===== config.mk =====
export PLATFORM = sky130hd
export DESIGN_NAME = ps2_host_tx
export DESIGN_NICKNAME = d
export VERILOG_FILES = /design/src/rtl/ps2_host_tx.sv
export SDC_FILE = /design/constraint.sdc
export NUM_CORES = 1
export LEC_CHECK = 0
export BUFFER_PORTS_ARGS = -buffer_cell sky130_fd_sc_hd__buf_4
export CORE_ASPECT_RATIO = 0.6
export CORE_UTILIZATION = 62
export CTS_CLUSTER_SIZE = 24
export DETAILED_ROUTE_END_ITERATION = 6
export PLACE_DENSITY = 0.8
export SYNTH_ARGS = -nofsm -noshare
export SYNTH_HDL_FRONTEND = slang
export SYNTH_SLANG_ARGS = --single-unit

===== constraint.sdc =====
create_clock -name clk -period 7.3 [get_ports clk]
set_input_delay 1.46 -clock clk [delete_from_list [all_inputs] [get_ports clk]]
set_output_delay 1.46 -clock clk [all_outputs]
set_load 0.01 [all_outputs]

===== src/rtl/ps2_host_tx.sv =====
// ps2_host_tx: host-to-device PS/2 command transmitter with open-drain line control, ACK check and timeout
module ps2_host_tx #(
  parameter int INHIBIT_CYCLES = 5000,
  parameter int TIMEOUT_CYCLES = 1000000,
  parameter int CNT_W = 20
) (
  input  logic       clk,
  input  logic       resetn,
  input  logic       tx_valid,
  input  logic [7:0] tx_data,
  output logic       tx_ready,
  input  logic       ps2_clk,
  input  logic       ps2_data,
  output logic       ps2_clk_oe,
  output logic       ps2_data_oe,
  output logic       busy,
  output logic       done,
  output logic       ack_err,
  output logic       timeout_err
);
  typedef enum logic [3:0] {IDLE, INHIBIT, REQ, DATA, PARITY, STOP, ACK, WAIT_IDLE, DONE} state_t;
  localparam logic [CNT_W-1:0] ONE = CNT_W'(1);
  localparam logic [CNT_W-1:0] INH_LAST = CNT_W'(INHIBIT_CYCLES - 1);
  localparam logic [CNT_W-1:0] TMO_LAST = CNT_W'(TIMEOUT_CYCLES - 1);
  state_t state, state_n;
  logic [2:0] clk_sync, data_sync;
  logic clk_prev, clk_s, data_s, fall, expired;
  logic [CNT_W-1:0] cnt, cnt_n;
  logic [3:0] bit_cnt, bit_cnt_n;
  logic [8:0] sh, sh_n;
  logic clk_oe_n, data_oe_n, ack_err_n, timeout_err_n;
  assign clk_s = clk_sync[2];
  assign data_s = data_sync[2];
  assign fall = clk_prev & ~clk_s;
  assign expired = cnt == TMO_LAST;
  assign tx_ready = state == IDLE;
  assign busy = ~tx_ready;
  assign done = state == DONE;
  always_ff @(posedge clk or negedge resetn)
    if (!resetn) begin
      clk_sync <= '1;
      data_sync <= '1;
      clk_prev <= 1'b1;
      state <= IDLE;
      cnt <= '0;
      bit_cnt <= '0;
      sh <= '0;
      ps2_clk_oe <= 1'b0;
      ps2_data_oe <= 1'b0;
      ack_err <= 1'b0;
      timeout_err <= 1'b0;
    end else begin
      clk_sync <= {clk_sync[1:0], ps2_clk};
      data_sync <= {data_sync[1:0], ps2_data};
      clk_prev <= clk_s;
      state <= state_n;
      cnt <= cnt_n;
      bit_cnt <= bit_cnt_n;
      sh <= sh_n;
      ps2_clk_oe <= clk_oe_n;
      ps2_data_oe <= data_oe_n;
      ack_err <= ack_err_n;
      timeout_err <= timeout_err_n;
    end
  always_comb begin
    state_n = state;
    cnt_n = cnt;
    bit_cnt_n = bit_cnt;
    sh_n = sh;
    clk_oe_n = ps2_clk_oe;
    data_oe_n = ps2_data_oe;
    ack_err_n = ack_err;
    timeout_err_n = timeout_err;
    case (state)
      IDLE: if (tx_valid) begin
        state_n = INHIBIT;
        cnt_n = '0;
        sh_n = {~^tx_data, tx_data};
        clk_oe_n = 1'b1;
        data_oe_n = INHIBIT_CYCLES == 1;
        ack_err_n = 1'b0;
        timeout_err_n = 1'b0;
      end
      INHIBIT: begin
        cnt_n = cnt + ONE;
        data_oe_n = cnt + ONE == INH_LAST;
        if (cnt == INH_LAST) begin
          state_n = REQ;
          cnt_n = '0;
          bit_cnt_n = '0;
          clk_oe_n = 1'b0;
          data_oe_n = 1'b1;
        end
      end
      DONE: state_n = IDLE;
      default: begin
        cnt_n = fall ? '0 : cnt + ONE;
        bit_cnt_n = fall ? bit_cnt + 4'd1 : bit_cnt;
        if (state == WAIT_IDLE && clk_s && data_s) state_n = DONE;
        else if (fall) begin
          if (state inside {REQ, DATA, PARITY}) begin
            data_oe_n = ~sh[0];
            sh_n = {1'b0, sh[8:1]};
          end
          if (state == STOP) data_oe_n = 1'b0;
          if (state == ACK) ack_err_n = data_s;
          state_n = state == REQ ? DATA :
                    state == DATA ? (bit_cnt == 4'd7 ? PARITY : DATA) :
                    state == PARITY ? STOP :
                    state == STOP ? ACK :
                    state == ACK ? WAIT_IDLE : state;
        end else if (expired) begin
          state_n = DONE;
          clk_oe_n = 1'b0;
          data_oe_n = 1'b0;
          ack_err_n = 1'b0;
          timeout_err_n = 1'b1;
        end
      end
    endcase
  end
endmodule


# Yosys cells after proc, flatten, opt, wreduce, memory -nomap -nowiden
# Index checks and enable logic that the tools add are counted.
# word_totals
reg_bits	48
output_inout_bits	7
elab_cells	109
# classes
addsub	2
n_eq_ne	21
mux	45
bitwise	7
n_reduce_logical	23
# ops
cell	count
$mux W20	3
$pmux W20 S3	1
$mux W4	12
$eq A20 B13 Y1 const B	2
$mux W9	4
$add A20 B1 Y20 const B	1
$eq A20 B20 Y1 const B	1
$eq A4 B3 Y1 const B	5
$reduce_and A5 Y1	4
$pmux W9 S2	1
$mux W1	17
$pmux W4 S3	1
$ne A10 B3 Y1 const B	1
$ne A3 B2 Y1 const B	3
$reduce_bool A3 Y1	3
$eq A4 B2 Y1 const B	2
$ne A2 B2 Y1 const B	4
$pmux W4 S2	1
$reduce_bool A2 Y1	4
$reduce_xnor A8 Y1	1
$not A1 Y1	6
$pmux W1 S3	2
$reduce_and A6 Y1	1
$reduce_bool A6 Y1	1
14 further kinds	17

# Logic depth before layout (Yosys ltp)
# depth
depth_word	9
mapped_depth	9
depth_no_buf	7

# Worst setup path after synthesis
# No wires, ideal clock.
# synth_timing
kind	register to output
from	register state[2]
to	output tx_ready
arrival_ps	1359
setup_slack_ps	4481
path_stages_with_launch	6
cell_sequence	dfrtp_1 > clkbuf_1 > nor3_1 > nand2b_1 > clkbuf_1 > inv_2
# synth_via
elab_chain_cells	1
# synth_rtl
element	line	source
start: declaration	25	state_t state, state_n;
start signal: assignment	56	state <= state_n;
$logic_not A4 Y1	36	assign tx_ready = state == IDLE;
end: declaration	11	output logic tx_ready,
# Every way passes these cells.

# Final worst setup path
# Same ends and word-level chain as after synthesis.

==> run metrics <==
outcome completed; Cell Chain, Critical Path nor3_1 > nand2b_1 > inv_2 > buf_4; Placed Instances 403; vias 2615; first-pass GRT wire length 11400 µm; final hold vios 0; Clock Pin Slew Worst Setup and Hold Paths 0.09 ns; sequential share of the synthesized area 0.404; count leader, synth nand2_1; row count 19; synthesized area per cell 8.60 µm²; Worst EP required 5.84 ns; Final ANT Viol Nets 0; die area 5120 µm²; peak supply drop 0.173 mV; port bufs 19; fin. max-slew vios 0; CP arrival 2.17 ns; post-layout min period 3.63 ns; largest net degree at the start of global routing 49; initial drt markers 267; Top Ports 20; Post-Syn Area 2990 µm²; H-tree depth 2; TritonCTS clock tree done; Clock Latency Late Sink 0.30 ns; Syn-to-layout area delta 6.73%; fmax 0.275 GHz; Max-cap violations 0; Synth Net Count 364; Placer Congestion 0.900; RSZ-0062 raised after global routing false; clock buffer count from CTS 5; gr ovfl total 0; post-CTS setup buffers 0; relative max-transition margin 0.378; Post-synth top cells nand2_1, dfrtp_1, o21ai_0, clkbuf_1, a21oi_1; dominant cells by area after synthesis dfrtp_1, nand2_1, dfstp_2; hpwl dp 4850 µm; initial antenna violation count 0; Final nets 363; vias in the first global route 2360; drt drc 0; Worst-Margin Slew 0.933 ns; skew final 0.00548 ns; CORE AREA 4610 µm²; Synth cell types 57; worst hold path class flop to flop; drt pass-1 iters 5; Leakage 1.32 nW; final wirelength 6870 µm; clock root buffer clkbuf_8; CP Capture Type output port; crit path max fanout 19; CTS hold repair buffers 0; minimum hold slack 0.360 ns; # fillers 379; number of synthesized flops with an enable pin 0; final cell count without fillers 411; power density of the placed cells 326 nW/µm²; Final Instance Area 3200 µm²; Seq cells post-synth 48; crit share post-route 0.498; family with the most delay on the worst path simple AND/OR/NAND/NOR gates; Syn. warnings 0; CTS resizes 0; DR WL/cell 16.7 µm; ratio of cells with drive above 1 in the final layout 0.129; Antenna Cells 0; startpoint types flop; DR vias/cell 6.36; die width 91.7 µm; CP Class flop to output port; top cell type's share of synthesized area 0.343; Final setup viols 0; DP Area 3100 µm²; top_reg_cell synth dfrtp_1; die height 55.8 µm; Clock Sinks 48; share of flip-flops with an asynchronous set or reset 1.00; PnR Total Power 1.04 mW; Longest Clk Path Bufs 2; Initial Util 0.649; GR Util All Layers 0.282; post-route setup TNS 0 ns; sum of buffers and inverters on the critical path 2; Crit-path slowest cell dfrtp_1; Gate Count Post-Synth 348; Critical Path Max Stage Delay 0.59 ns; Synth area leader dfrtp_1
sequential cells by signal, indices dropped and copies added (netlist names):
signal,flops
data_sync,3
clk_prev,1
cnt,20
ps2_data_oe,1
state,4
bit_cnt,4
sh,9
timeout_err,1
ack_err,1
clk_sync,3
ps2_clk_oe,1
stage by stage:
step | setup slack, ns | utilization
finish | 3.67 | 0.693
global route | 3.56 | 0.693
CTS | 3.69 | 0.693
detailed placement | 4.06 | 0.673
global placement | 4.14 | 0.673
floorplan | 4.48 | -
kinds of logic (layout without fill, tap and decap cells):
logic type               Yosys count  in the layout  share of synthesized area
buffers and inverters             35             35                     0.0476
multiplexers                      11             11                     0.0372
adder cells (fa/ha/maj)            3              3                     0.0125
AO/OA/AOI/OAI                     95             95                      0.206
XOR/XNOR                          20             20                     0.0585
flip-flops                        48             48                      0.404
AND/OR/NAND/NOR                  136            136                      0.234
report_power, final:
part           internal (mW)  switching (mW)
Combinational          0.182           0.282
Sequential             0.325          0.0906
Clock                 0.0680          0.0951
Total                  0.576           0.467
layout by cell type, fill, tap and decap left out, types with 4 or more instances in the layout:
cell type,count
a21oi_1,20
o21ai_0,31
nand2_1,51
buf_4,19
clkbuf_8,5
dfstp_2,7
and3_1,5
xnor2_1,13
o22ai_1,4
inv_1,7
a21o_1,4
dfrtp_1,41
xor2_1,7
mux2i_1,10
nand2b_1,8
or3_1,6
nor3_1,9
nand4_1,8
nor2_1,14
nand3_1,12
a31oi_1,12
worst register-to-register path: stages (launching register included):
cell and delay (ns):
dfrtp_1 0.45, ha_1 0.28, nand2_1 0.20, nor4_1 0.77
nand2_1 0.20, xnor2_1 0.17, a2111oi_0 0.44, a21o_1 0.20
area by class of cell:
class / count / area (µm²) / share of cell area
multi-input combinational: 265 / 1640 / 0.514
sequential: 48 / 1210 / 0.379
timing repair buffer: 19 / 143 / 0.0446
tap: 63 / 78.8 / 0.0247
clock buffer: 5 / 68.8 / 0.0215
inverter: 8 / 30.0 / 0.00940
clock inverter: 3 / 23.8 / 0.00744
path summary, 6_finish.rpt:
check	startpoint	to	slack, ns	cells past startpoint
worst max-delay path	state[2]$_DFFE_PN0P_	tx_ready	3.67	4
worst min register to register	clk_sync[1]$_DFF_PN1_	clk_sync[2]$_DFF_PN1_	0.36	0
min in group asynchronous	resetn	cnt[7]$_DFFE_PN0P_	1.15	1
worst min-delay path	clk_sync[1]$_DFF_PN1_	clk_sync[2]$_DFF_PN1_	0.36	0
worst max register to register	cnt[1]$_DFFE_PN0P_	ps2_data_oe$_DFFE_PN0P_	4.54	7
max in group asynchronous	resetn	cnt[18]$_DFFE_PN0P_	5.72	1
layer usage:
metal | track usage | wire length (µm) | up-vias
li1 | - | - | 1244
met1 | 0.446 | 3330 | 1255
met2 | 0.403 | 2890 | 112
met3 | 0.0642 | 622 | 4
met4 | 0.0379 | 27 | 0
met5 | 0 | 0 | -
Note: power is estimated with default switching activity, not from simulation.
